**src/rtl/cpu_pkg.sv**
```systemverilog
// cpu_pkg: shared CPU width, MULDIV funct3 codes and sequencer state encoding.
package cpu_pkg;
  localparam int XLEN = 32;
  localparam logic [2:0] F3_MUL    = 3'b000;
  localparam logic [2:0] F3_MULH   = 3'b001;
  localparam logic [2:0] F3_MULHSU = 3'b010;
  localparam logic [2:0] F3_MULHU  = 3'b011;
  localparam logic [2:0] F3_DIV    = 3'b100;
  localparam logic [2:0] F3_DIVU   = 3'b101;
  localparam logic [2:0] F3_REM    = 3'b110;
  localparam logic [2:0] F3_REMU   = 3'b111;
  typedef enum logic [1:0] {IDLE, BUSY, DONE} state_e;
  // {rs1 signed, rs2 signed}
  function automatic logic [1:0] op_signs(input logic [2:0] f);
    return (f == F3_MULH || f == F3_DIV || f == F3_REM) ? 2'b11 : f == F3_MULHSU ? 2'b10 : 2'b00;
  endfunction
endpackage

```
**src/rtl/muldiv_datapath.sv**
```systemverilog
// muldiv_datapath: one-bit-per-step shift-add multiplier / restoring divider with sign-corrected result.
module muldiv_datapath #(
  parameter int XLEN = cpu_pkg::XLEN
) (
  input  logic            clk,
  input  logic            rst,
  input  logic            load,
  input  logic            step,
  input  logic [2:0]      fn,
  input  logic            neg,
  input  logic            rem_neg,
  input  logic [XLEN-1:0] a,
  input  logic [XLEN-1:0] b,
  output logic [XLEN-1:0] res
);
  import cpu_pkg::*;
  logic [2*XLEN-1:0] acc, acc_d, sh, prod;
  logic [XLEN-1:0] d, q, r;
  logic [XLEN:0] sum, trial;
  // acc is {product-high, multiplier} for multiply and {remainder, dividend/quotient} for divide
  always_ff @(posedge clk or posedge rst)
    if (rst) begin
      acc <= '0;
      d <= '0;
    end else if (load) begin
      acc <= {{XLEN{1'b0}}, a};
      d <= b;
    end else if (step) acc <= acc_d;
  always_comb begin
    sum = {1'b0, acc[2*XLEN-1:XLEN]} + {1'b0, acc[0] ? d : {XLEN{1'b0}}};
    sh = {acc[2*XLEN-2:0], 1'b0};
    trial = {acc[2*XLEN-1], sh[2*XLEN-1:XLEN]} - {1'b0, d};
    acc_d = !fn[2] ? {sum, acc[XLEN-1:1]} : trial[XLEN] ? sh : {trial[XLEN-1:0], sh[XLEN-1:1], 1'b1};
    prod = neg ? -acc_d : acc_d;
    q = neg ? -acc_d[XLEN-1:0] : acc_d[XLEN-1:0];
    r = rem_neg ? -acc_d[2*XLEN-1:XLEN] : acc_d[2*XLEN-1:XLEN];
    res = !fn[2] ? (fn == F3_MUL ? prod[XLEN-1:0] : prod[2*XLEN-1:XLEN]) : fn[1] ? r : q;
  end
endmodule

```
**src/rtl/ex_muldiv_sequencer.sv**
```systemverilog
// ex_muldiv_sequencer: EX-stage RV32M controller; stalls the pipeline while an iterative mul/div runs.
module ex_muldiv_sequencer #(
  parameter int XLEN = cpu_pkg::XLEN
) (
  input  logic            clk,
  input  logic            rst,
  input  logic            start,
  input  logic            flush,
  input  logic [2:0]      funct3,
  input  logic [XLEN-1:0] rs1_data,
  input  logic [XLEN-1:0] rs2_data,
  input  logic [4:0]      rd_in,
  output logic            stall,
  output logic            busy,
  output logic            done,
  output logic [XLEN-1:0] result,
  output logic [4:0]      rd_out
);
  import cpu_pkg::*;
  localparam int CW = $clog2(XLEN);
  localparam logic [XLEN-1:0] SMIN = {1'b1, {(XLEN-1){1'b0}}};
  state_e state, state_d;
  logic [CW-1:0] count;
  logic [2:0] fn;
  logic [4:0] rd_q;
  logic [1:0] sg;
  logic neg, rem_neg, sa, sb, accept, step, last, div0, ovf, special;
  logic [XLEN-1:0] a_mag, b_mag, spec_res, dp_res;
  always_comb begin
    sg = op_signs(funct3);
    sa = sg[1] & rs1_data[XLEN-1];
    sb = sg[0] & rs2_data[XLEN-1];
    a_mag = sa ? -rs1_data : rs1_data;
    b_mag = sb ? -rs2_data : rs2_data;
    div0 = funct3[2] && rs2_data == '0;
    ovf = (funct3 == F3_DIV || funct3 == F3_REM) && rs1_data == SMIN && &rs2_data;
    special = div0 || ovf;
    spec_res = div0 ? (funct3[1] ? rs1_data : '1) : (funct3[1] ? '0 : SMIN);
    accept = state == IDLE && start && !flush;
    step = state == BUSY && !flush;
    last = count == CW'(XLEN-1);
    state_d = flush ? IDLE
            : state == IDLE ? (start ? (special ? DONE : BUSY) : IDLE)
            : state == BUSY ? (last ? DONE : BUSY)
            : IDLE;
    stall = !flush && ((state == IDLE && start) || state == BUSY);
    busy = state == BUSY;
    done = state == DONE && !flush;
  end
  always_ff @(posedge clk or posedge rst)
    if (rst) state <= IDLE;
    else state <= state_d;
  always_ff @(posedge clk or posedge rst)
    if (rst) begin
      count <= '0;
      fn <= '0;
      neg <= 1'b0;
      rem_neg <= 1'b0;
      rd_q <= '0;
      result <= '0;
      rd_out <= '0;
    end else begin
      if (accept) begin
        count <= '0;
        fn <= funct3;
        neg <= sa ^ sb;
        rem_neg <= sa;
        rd_q <= rd_in;
      end else if (step) count <= count + 1'b1;
      if (accept && special) begin
        result <= spec_res;
        rd_out <= rd_in;
      end else if (step && last) begin
        result <= dp_res;
        rd_out <= rd_q;
      end
    end
  muldiv_datapath #(.XLEN(XLEN)) u_dp (
    .clk(clk), .rst(rst), .load(accept), .step(step), .fn(fn), .neg(neg), .rem_neg(rem_neg),
    .a(a_mag), .b(b_mag), .res(dp_res)
  );
endmodule

```
**config.mk**
```make
export PLATFORM = sky130hd
export DESIGN_NAME = ex_muldiv_sequencer
export DESIGN_NICKNAME = d
export VERILOG_FILES = /design/src/rtl/cpu_pkg.sv /design/src/rtl/muldiv_datapath.sv /design/src/rtl/ex_muldiv_sequencer.sv
export SDC_FILE = /design/constraint.sdc
export NUM_CORES = 1
export LEC_CHECK = 0
export CAP_MARGIN = 40
export CORE_MARGIN = 8
export CORE_UTILIZATION = 66
export DETAILED_ROUTE_END_ITERATION = 10
export PLACE_DENSITY = 0.89
export REMOVE_ABC_BUFFERS = 1
export SYNTH_ARGS = -nofsm -noshare
export SYNTH_HDL_FRONTEND = slang
export SYNTH_SLANG_ARGS = --single-unit
export TNS_END_PERCENT = 100
```
**constraint.sdc**
```tcl
create_clock -name clk -period 15.4 [get_ports clk]
set_input_delay 3.08 -clock clk [delete_from_list [all_inputs] [get_ports clk]]
set_output_delay 3.08 -clock clk [all_outputs]
set_load 0.1 [all_outputs]
```
==> metrics.yaml, run 1 <==
status: "complete, no violations"
vdd_drop_max_mv: 0.130
period_share_pct: 55.5
area_delta_synth_final_pct: 17.1
synthArstFlopShare_pct: 100
crit_required_ns: 12.32
io_buffer_count: 115
cellPowerDensity_nw_per_um2: 184
yosysWarningCount: 0
cts_setup_buffers: 0
combPwrFrac_pct: 68.0
grt_pass1_wl_um: 93800
max_slew_margin_pct: 30.1
cp.arrival_ns: 5.47
drc_errors: 0
fp.dieArea_um2: 29000
cts_max_level: 4
setup_viol: 0
ys_seq_area_share_pct: 23.9
met2_usage_pct: 60.3
hold_viol: 0
ys_types: 102
cts-buffers-inserted: 17
fp.dieW_um: 170
cp-end-kind: "output port"
row_count: 56
rsz0062_at_grt: "false"
min_path_type: "reg2reg"
path_delay_family: "buffers and inverters"
clock_path_buffers: 2
endpoint: "stall"
regToRegEndpoint: "result[28]"
grt_use_total_pct: 41.0
slowest_delay_ns: 0.70
startpoint_type: "input pin"
grt_overflow_total: 0
nets: 2328
cts-root-buf: "clkbuf_16"
coreArea_um2: 23400
worstSkewPairLatency_ns: 0.45
netlist_area_um2: 15700
grt.met3_usage_pct: 12.0
wl_per_cell_um: 24.0
cp_num_cells: 7
antenna_found_initial: 0
fmax_mhz: 117
use_met1_pct: 52.0
p_leak_nw: 7.48
clock_sinks: 150
startpoint: "flush"
cp_max_fo: 82
crit_slowest_cell: "buf_4"
syn_avg_cell_area_um2: 7.53
finalWeightedCongestion: 1.04
dr_total_vias: 17900
drive_gt1_share_pct: 7.71
start_util_pct: 67.0
clk_pin_slew_ns: 0.09
ys_ff_latch: 150
busiest_layer: "met2"
swShare_pct: 55.6
antenna_cells: 0
syn_inst: 2083
grt_pass1_vias: 17200
crit_chain: "clkdlybuf4s50_1, nor2b_4, buf_4, nor2_2, inv_1, clkdlybuf4s50_1, buf_8"
p_total_w: 0.00338
fill_cells: 1651
fp.dieH_um: 170
pwr-share-seq_pct: 18.7
crit_type: "in2out"
rrSetupSlack_ns: 8.29
hold_buffers: 0
ff2ff_path_depth: 22
rr_startpoint: "u_dp.acc[31]"
intPower_w: 0.00150
finalSetupTns_ns: 0
drtIter0Drc: 2817
fin_skew_ns: 0.0189
synth_edf_count: 0
crit_top_cell: "clkdlybuf4s50_1"
p_sw_w: 0.00188
wl_um: 60300
tightestPinTransition_ns: 1.05
max-cap-violations: 0
path_buf_inv: 5
fin_crit_ns: 8.55
dpl.hpwl_um: 44700
cts.repair.resized: 0
grt_max_degree: 83
pin_count: 116
synth_ff_type: "dfrtp_1"
cts_tree: "built"
pwr-share-clk_pct: 13.2
drtAntennaViolNets: 0
report.final.slew_viol_count: 0
routed_via_density: 7.15
first_pass_iters: 8
-- worst reg2reg max path: stages (launching register included) --
cell	delay [ns]
dfrtp_1	0.44
inv_1	0.10
ha_1	0.17
inv_1	0.06
fa_1	0.44
a211oi_1	0.57
o211ai_1	0.34
nand3_2	0.21
a2111oi_4	0.12
o21ai_2	0.84
nand2_1	0.60
mux2i_1	0.32
a21oi_1	0.15
inv_1	0.17
ha_1	0.22
nor2b_1	0.20
o31a_1	0.21
nand4_4	0.21
nor4_4	0.55
a41oi_1	0.22
xor2_1	0.18
a2111oi_0	0.58
nor3_1	0.08
-- layer usage --
layer / up-vias / share of wire, %
met5: - / 0
met4: 0 / 7.0
met3: 366 / 13
met2: 1412 / 42
met1: 8323 / 37
li1: 7841 / -
-- power by group through the flow --
stage          Combinational (W)  Sequential, W  Clock [W]
5_1_grt                  0.00246       0.000638   0.000457
6_report                 0.00230       0.000633   0.000446
2_1_floorplan            0.00159       0.000586          0
3_5_place_dp             0.00218       0.000631          0
3_3_place_gp             0.00211       0.000631          0
4_1_cts                  0.00220       0.000623   0.000439
-- kinds of logic after synthesis --
kind of cell / after synthesis / share of synthesized area [%]
xor+xnor: 177 / 9.88
fa+ha+maj: 73 / 5.92
compound gates: 700 / 28.9
mux: 52 / 3.37
buf+inv: 191 / 4.88
flops: 150 / 23.9
simple gates: 740 / 23.2
-- flip-flops by register name (all words and copies together), names as in the netlist --
| signal | flops |
|---|---|
| u_dp.acc | 64 |
| result | 32 |
| u_dp.d | 32 |
| count | 5 |
| rd_out | 5 |
| rd_q | 5 |
| fn | 3 |
| state | 2 |
| neg | 1 |
| rem_neg | 1 |
-- synthesized netlist by cell type, types with 31 or more instances --
library cell | instances | area (um2)
a211oi_1 | 31 | 233
inv_1 | 81 | 304
mux2i_1 | 48 | 480
ha_1 | 71 | 888
nand3_1 | 41 | 205
xnor2_1 | 92 | 806
clkbuf_1 | 84 | 315
nand4_1 | 37 | 231
o211ai_1 | 59 | 443
and2_1 | 40 | 250
nor2_1 | 154 | 578
nand2_1 | 259 | 972
nor3_1 | 61 | 305
a21oi_1 | 140 | 701
dfrtp_1 | 150 | 3750
xor2_1 | 85 | 744
o21ai_0 | 235 | 1180
-- how the worst min path moves through the flow --
| stage | startpoint | end | slack, ns | depth (start not counted) |
|---|---|---|---|---|
| global route | rd_q[2] | rd_q[2] | 0.51 | 2 |
| finish | result[8] | result[8] | 0.48 | 2 |
| detailed placement | result[8] | result[8] | 0.47 | 2 |
| global placement | result[8] | result[8] | 0.46 | 2 |
| floorplan | rd_q[0] | rd_q[0] | 0.45 | 2 |
| CTS | result[8] | result[8] | 0.48 | 2 |
-- placed cells by master (no fill, tap or decap), drive strengths merged, types with 11 or more instances in the layout --
cell type and count:
nand2 260, o21ai 245, nor2 155, dfrtp 150, a21oi 143, clkdlybuf4s50 115
xnor2 92, inv 90, xor2 85, ha 71, buf 71, nor3 63
o211ai 59, mux2i 49, nand3 44, and2 41, nand4 38, a211oi 33
nor4 28, a31oi 27, o31ai 24, or3 21, a21o 19, a22o 18
clkbuf 17, nand2b 14, nor2b 14, a221oi 13, and3 12, a22oi 11
-- metrics by stage --
step	hold WS, ns	cell area (um2)	setup WS, ns	util [%]	cells
CTS	0.484	18400	6.92	78.4	2510
global route	0.509	18400	6.76	78.5	2511
finish	0.484	18400	6.85	78.5	2511
detailed placement	0.467	17800	6.93	75.9	2478
floorplan	0.446	15200	4.21	-	1974
global placement	0.461	17000	6.59	72.7	2434
-- final cells by class --
class | instances | area, um2 | share of cell area [%]
clock buffer | 17 | 425 | 2.32
clock inverter | 15 | 176 | 0.960
inverter | 82 | 313 | 1.70
multi-input combinational | 1742 | 11200 | 60.9
sequential | 150 | 3760 | 20.5
tap | 319 | 399 | 2.17
timing repair buffer | 186 | 2110 | 11.5
(Power assumes the default switching activity.)
==> run 2: changes to the inputs <==
CORE_UTILIZATION = 55   (was 66)
PLACE_DENSITY = 0.8   (was 0.89)
clock period = 7 ns   (was 15.4 ns; I/O delays follow)
==> metrics.yaml, run 2 (synthesis results as in run 1) <==
post-place-ws_ns: 0.904
start_util_pct: 55.2
path_delay_family: "compound AO/OA/AOI/OAI gates"
drtAntennaViolNets: 0
fp.dieW_um: 185
vdd_drop_max_mv: 0.282
period_share_pct: 91.1
whs_ns: 0.485
dp_cells: 2559
top_register: "u_dp.acc"
pwr-share-seq_pct: 18.3
wl_um: 63200
antenna_cells: 0
grt_max_degree: 82
grt_pass1_wl_um: 97000
report.final.slew_viol_count: 0
drive_gt1_share_pct: 8.38
mostFrequentLayoutCell: "nand2_1"
clock_sinks: 150
p_leak_nw: 7.56
worstSkewPairLatency_ns: 0.46
finalWeightedCongestion: 1.01
wl_per_cell_um: 24.4
startpoint_type: "flip-flop"
cts_tree: "built"
fp.dieArea_um2: 34200
hold_buffers: 0
fill_cells: 2500
io_buffer_count: 115
setup_viol: 0
dr_total_vias: 17600
final_cells: 2592
dpl_cell_area_um2: 17900
ff2ff_path_depth: 20
p_sw_w: 0.00414
holdPathStages: 2
cp.arrival_ns: 6.77
cellPowerDensity_nw_per_um2: 407
clock_path_buffers: 2
crit_slowest_cell: "a21oi_2"
antenna_found_initial: 0
row_count: 62
worstHoldStart: "rd_q[4]"
cts-buffers-inserted: 17
dpl.hpwl_um: 47700
routed_via_density: 6.79
fmax_mhz: 157
grt_pass1_vias: 16800
fin_skew_ns: 0.0172
cts_setup_buffers: 0
crit_chain: "inv_1, ha_1, inv_1, fa_1, a211oi_1, o211ai_1, nand3_2, a2111o_1, a21oi_2, nor3_4, nor2_1, ha_1, o21ai_0, or3_1, or2_2, or3_1, o41ai_2, xnor2_1, a221oi_2, a221o_1"
status: "complete, no violations"
largestRegisters: "u_dp.acc x64, result x32, u_dp.d x32"
layout_common_cells: "nand2_1, o21ai_0, nor2_1, dfrtp_1, a21oi_1"
slowest_delay_ns: 0.61
path_buf_inv: 2
cp-end-kind: "flip-flop"
crit_required_ns: 7.39
rsz0062_at_grt: "false"
drc_errors: 0
fin_crit_ns: 6.38
max_slew_margin_pct: 34.0
hold_viol: 0
combPwrFrac_pct: 68.2
drtIter0Drc: 2213
intPower_w: 0.00341
whs_endpoint: "rd_q[4]"
max-cap-violations: 0
cts_max_level: 4
rr_startpoint: "u_dp.acc[31]"
regToRegEndpoint: "result[24]"
cts.repair.resized: 0
largest_reg_flops: 64
fin_ws_ns: 0.622
grt_overflow_total: 0
crit_type: "reg2reg"
finalSetupTns_ns: 0
pin_count: 116
clk_pin_slew_ns: 0.07
pwr-share-clk_pct: 13.5
swShare_pct: 54.8
fp.dieH_um: 185
rrSetupSlack_ns: 0.62
fin_area_um2: 18500
coreArea_um2: 28400
min_path_type: "reg2reg"
cts-root-buf: "clkbuf_16"
tightestPinTransition_ns: 0.981
nets: 2344
cp_max_fo: 10
area_delta_synth_final_pct: 18.2
first_pass_iters: 5
grt_use_total_pct: 36.5
[run 2: changes by cell type in the layout (fill, tap and decap cells not counted), sizes merged]
cell           before  now
clkdlybuf4s50     115  114
clkdlybuf4s18       0    1
buf                71   87
clkinvlp            0    1
clkinv              7    4
bufinv              0    3
inv                90   89
[run 2: metrics by stage]
stage          total power [W]  util, %
5_1_grt                0.00797     65.3
3_5_place_dp           0.00634     63.1
4_1_cts                0.00738     65.3
6_report               0.00755     65.3
2_1_floorplan          0.00480        -
3_3_place_gp           0.00625     60.5
[run 2: cell type report]
cell class | instances | area, um2 | share of cell area [%]
inverter | 82 | 313 | 1.69
clock inverter | 15 | 191 | 1.03
multi-input combinational | 1742 | 11200 | 60.3
sequential | 150 | 3760 | 20.3
clock buffer | 17 | 425 | 2.29
timing repair buffer | 202 | 2180 | 11.8
tap | 384 | 480 | 2.59
[run 2: worst max path at each step]
| stage | from | endpoint | cells past startpoint |
|---|---|---|---|
| 2_1_floorplan | state[0] | stall | 4 |
| 3_3_place_gp | u_dp.acc[31] | result[24] | 20 |
| 3_5_place_dp | u_dp.acc[31] | result[24] | 20 |
| 4_1_cts | u_dp.acc[31] | result[24] | 20 |
| 5_1_grt | u_dp.acc[31] | result[6] | 21 |
| 6_report | u_dp.acc[31] | result[24] | 20 |
[run 2: per-layer routing]
layer / wire (um) / global-route usage [%] / vias to the layer above / part of all wire (%)
met5: 0 / 0 / - / 0
met4: 3340 / 19.9 / 0 / 5.3
met3: 6540 / 8.94 / 229 / 10
met2: 27500 / 54.8 / 1082 / 43
met1: 25900 / 47.7 / 8396 / 41
li1: - / - / 7884 / -
[run 2: worst register-to-register path, cell delays in order, from the launching register on]
cell and delay [ns]:
dfrtp_1 0.50, inv_1 0.08, ha_1 0.20, inv_1 0.07
fa_1 0.23, a211oi_1 0.12, o211ai_1 0.44, nand3_2 0.21
a2111o_1 0.59, a21oi_2 0.61, nor3_4 0.12, nor2_1 0.25
ha_1 0.21, o21ai_0 0.15, or3_1 0.41, or2_2 0.37
or3_1 0.50, o41ai_2 0.57, xnor2_1 0.14, a221oi_2 0.36
a221o_1 0.17
[run 2: power by group through the flow]
stage	registers (W)	clock network [W]	logic (W)
floorplan	0.00129	0	0.00351
global placement	0.00137	0	0.00487
detailed placement	0.00138	0	0.00496
CTS	0.00137	0.00102	0.00499
global route	0.00140	0.00105	0.00551
finish	0.00138	0.00102	0.00515
